==> config.mk <==
export PLATFORM = sky130hd
export DESIGN_NAME = mult_arbiter
export DESIGN_NICKNAME = d
export VERILOG_FILES = /design/src/rtl/mult_arb_pkg.sv /design/src/rtl/rr_arbiter.sv /design/src/rtl/mult_arbiter.sv
export SDC_FILE = /design/constraint.sdc
export NUM_CORES = 1
export LEC_CHECK = 0
export ABC_AREA = 1
export BUFFER_PORTS_ARGS = -buffer_cell sky130_fd_sc_hd__buf_2
export CAP_MARGIN = 20
export CELL_PAD_IN_SITES_DETAIL_PLACEMENT = 1
export CELL_PAD_IN_SITES_GLOBAL_PLACEMENT = 1
export CORE_AREA = 2 2 179 181
export DETAILED_ROUTE_END_ITERATION = 6
export DIE_AREA = 0 0 181 183
export PLACE_DENSITY = 0.76
export SLEW_MARGIN = 20
export SYNTH_ARGS = -nofsm -noshare
export SYNTH_HDL_FRONTEND = slang
export SYNTH_SLANG_ARGS = --single-unit
==> constraint.sdc <==
create_clock -name clk -period 5.6 [get_ports clk]
set_clock_uncertainty 0.1 [all_clocks]
set_input_delay 0.28 -clock clk [delete_from_list [all_inputs] [get_ports clk]]
set_output_delay 0.28 -clock clk [all_outputs]
set_load 0.005 [all_outputs]
==> src/rtl/mult_arb_pkg.sv <==
// Shared types and helpers for the multiplier arbiter: tag width, tag pipeline
// entry and round-robin pointer advance.
package mult_arb_pkg;

   localparam int N_REQ_MAX = 16;

   function automatic int tag_w(input int n);
      return (n < 2) ? 1 : $clog2(n);
   endfunction

   // Tags are sized for the largest supported requester count so one entry
   // type serves every instance; unused upper bits stay zero.
   localparam int TAG_W = tag_w(N_REQ_MAX);

   typedef struct packed {
      logic             vld;
      logic [TAG_W-1:0] tag;
   } tag_entry_t;

   function automatic logic [TAG_W-1:0] rr_next(input logic [TAG_W-1:0] ptr,
                                                input logic [TAG_W-1:0] gidx,
                                                input logic             xfer,
                                                input int               n);
      if (!xfer) return ptr;
      if (int'(gidx) == n - 1) return '0;
      return gidx + TAG_W'(1);
   endfunction

endpackage

==> src/rtl/rr_arbiter.sv <==
// Combinational round-robin grant starting at ptr, with the pointer moving
// one past the winner whenever a grant is issued.
module rr_arbiter
   import mult_arb_pkg::*;
#(
   parameter int N_REQ = 4
) (
   input  logic             clk,
   input  logic             reset,
   input  logic [N_REQ-1:0] req,
   input  logic             en,
   output logic [N_REQ-1:0] grant,
   output logic [TAG_W-1:0] gnt_idx
);

   logic [TAG_W-1:0] ptr;
   logic             found;
   int               scan;

   always_comb begin
      grant   = '0;
      gnt_idx = '0;
      found   = 1'b0;
      scan    = 0;
      for (int k = 0; k < N_REQ; k++) begin
         scan = int'(ptr) + k;
         if (scan >= N_REQ) scan = scan - N_REQ;
         for (int i = 0; i < N_REQ; i++) begin
            if (!found && en && req[i] && i == scan) begin
               grant[i] = 1'b1;
               gnt_idx  = TAG_W'(i);
               found    = 1'b1;
            end
         end
      end
   end

   always_ff @(posedge clk or negedge reset) begin
      if (!reset) ptr <= '0;
      else        ptr <= rr_next(ptr, gnt_idx, |grant, N_REQ);
   end

endmodule

==> src/rtl/mult_arbiter.sv <==
// Shares one fixed-latency pipelined multiplier among N_REQ requesters; a tag
// pipeline matched to the multiplier latency routes each product back.
module mult_arbiter
   import mult_arb_pkg::*;
#(
   parameter int N_REQ   = 4,
   parameter int WL      = 32,
   parameter int MUL_LAT = 4
) (
   input  logic                clk,
   input  logic                reset,
   input  logic                enable,
   input  logic [N_REQ-1:0]    req_valid,
   output logic [N_REQ-1:0]    req_ready,
   input  logic [N_REQ*WL-1:0] req_a,
   input  logic [N_REQ*WL-1:0] req_b,
   output logic [N_REQ-1:0]    resp_valid,
   output logic [2*WL-1:0]     resp_product,
   output logic                mul_start,
   output logic [WL-1:0]       mul_multiplier,
   output logic [WL-1:0]       mul_multiplicand,
   input  logic                mul_done,
   input  logic [2*WL-1:0]     mul_product,
   output logic                busy,
   output logic                protocol_err
);

   logic [N_REQ-1:0] grant;
   logic [TAG_W-1:0] gnt_idx;
   logic [TAG_W-1:0] tag_p0;
   logic [WL-1:0]    sel_a;
   logic [WL-1:0]    sel_b;
   tag_entry_t       tag_pipe [MUL_LAT];
   tag_entry_t       tag_out;
   logic             any_vld;

   rr_arbiter #(.N_REQ(N_REQ)) u_arb (
      .clk     (clk),
      .reset   (reset),
      .req     (req_valid),
      .en      (enable),
      .grant   (grant),
      .gnt_idx (gnt_idx)
   );

   assign req_ready = grant;

   always_comb begin
      sel_a = '0;
      sel_b = '0;
      for (int i = 0; i < N_REQ; i++) begin
         if (gnt_idx == TAG_W'(i)) begin
            sel_a = req_a[i*WL +: WL];
            sel_b = req_b[i*WL +: WL];
         end
      end
   end

   // Issue stage: operands hold their last value when nothing is granted.
   always_ff @(posedge clk or negedge reset) begin
      if (!reset) begin
         mul_start        <= 1'b0;
         mul_multiplier   <= '0;
         mul_multiplicand <= '0;
         tag_p0           <= '0;
      end else begin
         mul_start <= |grant;
         if (|grant) begin
            mul_multiplier   <= sel_a;
            mul_multiplicand <= sel_b;
            tag_p0           <= gnt_idx;
         end
      end
   end

   // Tag pipeline: last entry lines up with mul_done of the same operation.
   always_ff @(posedge clk or negedge reset) begin
      if (!reset) begin
         for (int k = 0; k < MUL_LAT; k++) tag_pipe[k] <= '0;
      end else begin
         tag_pipe[0] <= {mul_start, tag_p0};
         for (int k = 1; k < MUL_LAT; k++) tag_pipe[k] <= tag_pipe[k-1];
      end
   end

   assign tag_out = tag_pipe[MUL_LAT-1];

   always_comb begin
      any_vld = 1'b0;
      for (int k = 0; k < MUL_LAT; k++) any_vld = any_vld | tag_pipe[k].vld;
   end

   assign busy = mul_start | any_vld;

   always_comb begin
      resp_valid = '0;
      for (int i = 0; i < N_REQ; i++) begin
         if (mul_done && tag_out.vld && tag_out.tag == TAG_W'(i)) resp_valid[i] = 1'b1;
      end
   end

   assign resp_product = mul_product;

   always_ff @(posedge clk or negedge reset) begin
      if (!reset)                       protocol_err <= 1'b0;
      else if (mul_done != tag_out.vld) protocol_err <= 1'b1;
   end

endmodule
==> results_dict.tcl, run 1 <==
set metrics [dict create \
    status "completed" \
    yosys_register_bits 82 \
    nets 1464 \
    wl_per_cell_um 19.4 \
    maxSlewViolCount 0 \
    io_buffers 338 \
    arrival_ps 4220 \
    syn_area_per_cell_sq_um 6.67 \
    critPathSlowestCell "clkinv_2" \
    final_antenna_net_count 0 \
    grt_pass1_vias 7514 \
    clkTransAtPathRegs_ps 70 \
    fin_area_sq_um 7940 \
    p_leak_nw 4.17 \
    hold_path.class "input pin to flip-flop" \
    fill_cells 3967 \
    htreeDepth 3 \
    cts_root_buf "clkbuf_16" \
    rsz0062_at_grt "no" \
    start_util 0.195 \
    overflow 0 \
    syn_to_final_growth_pct 30.5 \
    cp_max_fo 64 \
    power.density_nw_per_um2 754 \
    post-route-min-period_ps 4090 \
    grt_pass1_wl_mm 45.0 \
    vias 7226 \
    io_pins 467 \
    path_class "flip-flop to flip-flop" \
    place_inst 1521 \
    hold_viol_final 0 \
    synth_cells 911 \
    end_kind "flip-flop" \
    drt_iter0_markers 365 \
    drc 0 \
    drv_cap 0 \
    cts_tree "done" \
    start_kind "flip-flop" \
    clkLatencyLatePin_ps 350 \
    dieWidth_um 181 \
    worst_pin_slew_ps 964 \
    dr.pass1.iters 5 \
    worstPathRequired_ps 5730 \
    fin_tns_setup_ps 0 \
    irDropWorstVdd_uv 432 \
    setup_viol 0 \
    final_cell_mix "buf_2 (337), nand2_1 (288), o21ai_0 (129), dfrtp_1 (82), nand4_1 (75)" \
    crit_chain "inv_1, nor2_2, nand2_1, nand3_1, nor2_2, nand4_1, nor2_2, nand4_2, nor2_2, o2111ai_4, nand2_1, ha_2, clkinv_2, o21ai_0, o21ai_0, nand2_1, nand2_1" \
    slew_headroom 0.357 \
    drive_gt1_frac 0.334 \
    final_common_cell "buf_2" \
    synth_area_sq_um 6080 \
    coreArea_sq_um 31200 \
    grtUsageTotal 0.177 \
    ys_seq_area_frac 0.338 \
    synth_fp_nets 1244 \
    rows 65 \
    timing.final.crit_share 0.731 \
    avgViaCountPerCell 4.70 \
    die_h_um 183 \
    yosys_warnings 0 \
    dpl_cell_area_sq_um 7610 \
    grt_antenna_before_repair 4 \
    dpl.hpwl_mm 21.3 \
    timing.fmax_mhz 244 \
    max_stage_delay_ps 670 \
    cts.sinks 82 \
    wl_mm 29.8 \
    cts_setup_buffers 0 \
    hold_ws_ps 137 \
    stdcell_count 1539 \
    cts_buffers 9 \
    place_congestion 0.882 \
    grt_max_degree 70 \
    synth_cell_types 28 \
    dieArea_sq_um 33100 \
    clock_path_buffers 2 \
]
state kept, by name, summed over array words and instances (netlist names):
| signal | flops |
|---|---|
| protocol_err | 1 |
| mul_multiplicand | 32 |
| u_arb.ptr | 2 |
| tag_pipe | 9 |
| mul_multiplier | 32 |
| mul_start | 1 |
| tag_p0 | 2 |
| tag_out | 3 |
power by group:
group | internal (mW) | leakage, nW | switching, mW
combinational | 1.32 | 3.02 | 2.95
sequential | 0.918 | 1.01 | 0.156
clock | 0.354 | 0.145 | 0.287
total | 2.59 | 4.17 | 3.39
per-stage QoR:
step | setup WS (ps) | utilization | power (mW)
after floorplan | 2360 | - | 3.87
after global placement | 1420 | 0.244 | 5.31
after detailed placement | 1530 | 0.244 | 5.42
after CTS | 1510 | 0.254 | 6.10
after global routing | 1100 | 0.254 | 6.67
final | 1510 | 0.254 | 5.99
kinds of logic after synthesis:
family	Yosys count	share of synthesized area
and+or+nand+nor	462	0.339
AOI/OAI and AO/OA	197	0.165
buffers and inverters	165	0.148
DFF	82	0.338
adders and majority gates	5	0.0103
synthesized netlist by cell type:
cell / count / area share
nand2_1: 288 / 0.18
o21ai_0: 129 / 0.11
dfrtp_1: 82 / 0.34
nand4_1: 75 / 0.077
nand3_1: 70 / 0.058
buf_4: 65 / 0.080
a21oi_1: 64 / 0.053
clkbuf_1: 52 / 0.032
inv_1: 24 / 0.015
nor2_1: 14 / 0.0086
buf_2: 12 / 0.0099
buf_1: 7 / 0.0043
ha_1: 5 / 0.010
nor3_1: 5 / 0.0041
nor2_2: 4 / 0.0041
buf_6: 3 / 0.0056
a21boi_0: 1 / 0.0012
a21o_1: 1 / 0.0012
clkinv_1: 1 / 0.00062
inv_2: 1 / 0.00062
nand3_2: 1 / 0.0016
nand4_2: 1 / 0.0021
nor2_4: 1 / 0.0019
nor3_2: 1 / 0.0016
o2111ai_1: 1 / 0.0014
o2111ai_2: 1 / 0.0025
or2_2: 1 / 0.0010
or3_1: 1 / 0.0010
routing by layer:
layer | global-route usage | wire length, um
met1 | 0.230 | 13000
met2 | 0.294 | 14200
met3 | 0.0457 | 2030
met4 | 0.0459 | 438
met5 | 0 | 41
final timing paths:
check,start,to,slack (ps),depth (start not counted)
max,u_arb.ptr[1],mul_multiplier[15],1510,17
min,mul_done,protocol_err,140,3
max reg2reg,u_arb.ptr[1],mul_multiplier[15],1510,17
min reg2reg,tag_pipe[16],tag_pipe[11],250,0
max in group asynchronous,reset,mul_multiplier[17],3940,3
min in group asynchronous,reset,tag_pipe[19],370,2
critical path, delay by kind of cell, from the launching register on:
kind	cells	cell delay, ps
adders and majority gates	1	230
buffers and inverters	2	760
DFF	1	440
AOI/OAI and AO/OA	3	890
and+or+nand+nor	11	1480
area by class of cell:
class	instances	area, sq um	area share
Multi-Input combinational cell	664	3170	0.400
Sequential cell	82	2050	0.259
Timing Repair Buffer	348	1800	0.226
Tap cell	402	503	0.0634
Clock buffer	9	225	0.0284
Inverter	26	101	0.0128
Clock inverter	7	82.6	0.0104
Antenna cell	1	2.50	0.000315
repair_timing:
item                       in CTS  in global routing
setup endpoints to repair       0                  0
gates resized for setup         0                  0
hold endpoints to repair       39                  0
hold buffers                    1                  0
Power figures use the tool's default switching activity.
==> inputs of run 2 (changes only) <==
--- a/config.mk
+++ b/config.mk
@@ -5,15 +5,15 @@
 export SDC_FILE = /design/constraint.sdc
 export NUM_CORES = 1
 export LEC_CHECK = 0
-export ABC_AREA = 1
+export ABC_AREA = 0
 export BUFFER_PORTS_ARGS = -buffer_cell sky130_fd_sc_hd__buf_2
 export CAP_MARGIN = 20
 export CELL_PAD_IN_SITES_DETAIL_PLACEMENT = 1
 export CELL_PAD_IN_SITES_GLOBAL_PLACEMENT = 1
-export CORE_AREA = 2 2 179 181
+export CORE_AREA = 2 2 183 185
 export DETAILED_ROUTE_END_ITERATION = 6
-export DIE_AREA = 0 0 181 183
-export PLACE_DENSITY = 0.76
+export DIE_AREA = 0 0 185 187
+export PLACE_DENSITY = 0.69
 export SLEW_MARGIN = 20
 export SYNTH_ARGS = -nofsm -noshare
 export SYNTH_HDL_FRONTEND = slang
==> constraint.sdc (replaced) <==
create_clock -name clk -period 4.2 [get_ports clk]
set_clock_uncertainty 0.1 [all_clocks]
set_input_delay 0.21 -clock clk [delete_from_list [all_inputs] [get_ports clk]]
set_output_delay 0.21 -clock clk [all_outputs]
set_load 0.005 [all_outputs]
==> run 2 against run 1 <==
Effect of this change: critical path depth decreased by 7; count of clock-buffer cells in the layout increased by 2; clock power increased by 27%; register-to-register slack got worse by 1200 ps; cell area decreased by 2.8%; synthesized cell count decreased by 35%; global-route usage decreased by 5.8 points; die area increased by 4.4%; wire length decreased by 29%; area after synthesis decreased by 5.5%; critical path type unchanged; largest power group unchanged.
==> results_dict.tcl, run 2 <==
set metrics [dict create \
    synth-main-ff-cell "dfrtp_1" \
    clkTransAtPathRegs_ps 70 \
    power.density_nw_per_um2 664 \
    rsz0062_at_grt "no" \
    synth_cells 596 \
    cts_tree "done" \
    final_common_cell "buf_2" \
    synthArstFlopShare 1.00 \
    dpl.hpwl_mm 16.0 \
    reg_top3 "mul_multiplicand: 32 flops, mul_multiplier: 32 flops, tag_pipe: 9 flops" \
    overflow 0 \
    critPathLaunch "u_arb.ptr[1]" \
    io_buffers 338 \
    wl_mm 21.1 \
    avgViaCountPerCell 4.37 \
    synth_area_sq_um 5750 \
    crit_chain "mux2_1, a22o_1, nor4b_2, a211o_1, inv_1, ha_2, buf_4, a221oi_1, o31ai_1, mux2_1" \
    ys_seq_area_frac 0.357 \
    synth_top_area_cell "dfrtp_1" \
    drv_cap 0 \
    rows 67 \
    yosys_register_bits 82 \
    ys_top_cells_by_area "dfrtp_1 (36%), a221oi_1 (9.6%), mux2_1 (8.8%), buf_4 (8.8%), o31ai_1 (8.2%)" \
    io_pins 467 \
    synth_cell_types 48 \
    stdcell_count 1288 \
    dr.pass1.iters 4 \
    maxSlewViolCount 0 \
    start_util 0.175 \
    grtUsageTotal 0.119 \
    dieArea_sq_um 34600 \
    drt_iter0_markers 181 \
    place_ws_ps 146 \
    clkLatencyLatePin_ps 350 \
    die_h_um 187 \
    arrival_ps 4050 \
    syn_area_per_cell_sq_um 9.64 \
    status "completed" \
    setup_viol 0 \
    vias 5629 \
    cts.sinks 82 \
    n_antenna_cell 0 \
    hold_ws_ps 78.1 \
    timing.fmax_mhz 255 \
    worstPathRequired_ps 4330 \
    coreArea_sq_um 32900 \
    synth_most_common_cell "dfrtp_1" \
    place_inst 1272 \
    syn_to_final_growth_pct 34.2 \
    final_cell_mix "buf_2 (337), dfrtp_1 (82), nand2_1 (72), nor2b_1 (64)" \
    final_antenna_net_count 0 \
    grt_antenna_before_repair 0 \
    synth_fp_nets 929 \
    synthTopCellsByCount "dfrtp_1 (82), nand2_1 (72), buf_4 (67)" \
    synth_top_area_frac 0.357 \
    timing.critical_path.mode_cell "mux2_1" \
    hold_path.class "input pin to flip-flop" \
    p_leak_nw 3.50 \
    drc 0 \
    nets 1169 \
    drive_gt1_frac 0.471 \
    cts_root_buf "clkbuf_16" \
    worst_pin_slew_ps 791 \
    synth-edff-count 0 \
    layout_setup_ws_ps 277 \
    cts_buffers 9 \
    clock_path_buffers 2 \
    start_kind "flip-flop" \
    max_stage_delay_ps 590 \
    wl_per_cell_um 16.4 \
    fin_tns_setup_ps 0 \
    worstHoldStart "mul_done" \
    yosys_warnings 0 \
    fill_cells 3945 \
    final_core_util 0.235 \
    place_congestion 0.846 \
    end_kind "flip-flop" \
    dieWidth_um 185 \
    critPathSlowestCell "a221oi_1" \
    path_class "flip-flop to flip-flop" \
    worstReg2RegStart "u_arb.ptr[1]" \
    grt_pass1_wl_mm 31.7 \
    cp_max_fo 65 \
    grt_max_degree 129 \
    htreeDepth 3 \
    slew_headroom 0.472 \
    grt_pass1_vias 5859 \
    post-route-min-period_ps 3920 \
    timing.final.crit_share 0.934 \
    irDropWorstVdd_uv 420 \
    hold_viol_final 0 \
]
==> run 2: cell count changes in the layout (fill, tap and decap cells not counted), moves of 58 or more <==
cell      delta
nand2_1    -216
o21ai_0    -125
nand4_1     -75
nand3_1     -66
nor2b_1     +64
a221oi_1    +63
o31ai_1     +63
a21oi_1     -58
==> run 2: what timing repair did <==
action / 4_1_cts / 5_1_grt
setup buffers: 0 / 0
gates resized for setup: 0 / 1
endpoints found under the setup margin: 0 / 1
hold endpoints to repair: 39 / 0
hold buffers: 1 / 0
==> run 2: per-stage QoR <==
| stage | cell area (sq um) | power [mW] |
|---|---|---|
| after global routing | 7710 | 5.59 |
| after detailed placement | 7400 | 4.37 |
| after CTS | 7710 | 5.24 |
| after global placement | 7400 | 4.28 |
| after floorplan | 5750 | 3.38 |
| final | 7710 | 5.12 |
==> run 2: path summary, 6_finish.rpt <==
| kind | slack, ps | to | cells after the start |
|---|---|---|---|
| setup / recovery | 280 | mul_multiplicand[0] | 10 |
| hold / removal | 80 | protocol_err | 3 |
| setup reg to reg | 280 | mul_multiplicand[0] | 10 |
| hold reg to reg | 250 | tag_out[0] | 0 |
| max in group asynchronous | 2650 | tag_p0[1] | 3 |
| min in group asynchronous | 290 | mul_multiplicand[21] | 2 |
==> run 2: worst max-delay path: cells and delay by family, from the launching register on <==
kind | cells | cell delay (ps)
AOI/OAI and AO/OA | 4 | 1290
adders and majority gates | 1 | 200
buffers and inverters | 2 | 460
DFF | 1 | 570
muxes | 2 | 700
and+or+nand+nor | 1 | 430
==> run 2: area by class of cell <==
cell class / instances / area (sq um) / area share
Timing Repair Buffer: 348 / 1820 / 0.236
Tap cell: 448 / 561 / 0.0727
Inverter: 6 / 22.5 / 0.00292
Multi-Input combinational cell: 389 / 2960 / 0.384
Clock inverter: 4 / 52.6 / 0.00681
Sequential cell: 82 / 2050 / 0.266
Clock buffer: 11 / 243 / 0.0315
==> run 2: power breakdown <==
| group | switching, mW | total (mW) | internal, mW |
|---|---|---|---|
| clock | 0.342 | 0.817 | 0.474 |
| combinational | 1.48 | 2.88 | 1.40 |
| sequential | 0.223 | 1.42 | 1.20 |
==> run 2: cell families after synthesis <==
family	Yosys count	share of synthesized area
compound gates	153	0.216
fa+ha+maj	5	0.0109
buf+inv	125	0.136
flops	82	0.357
mux	68	0.133
simple gates	163	0.147
==> run 2: per-layer routing <==
layer,part of all wire,GRT usage,wire (um)
met1,0.38,0.125,8070
met2,0.50,0.216,10600
met3,0.086,0.0391,1810
met4,0.032,0.0522,665
met5,0,0,0
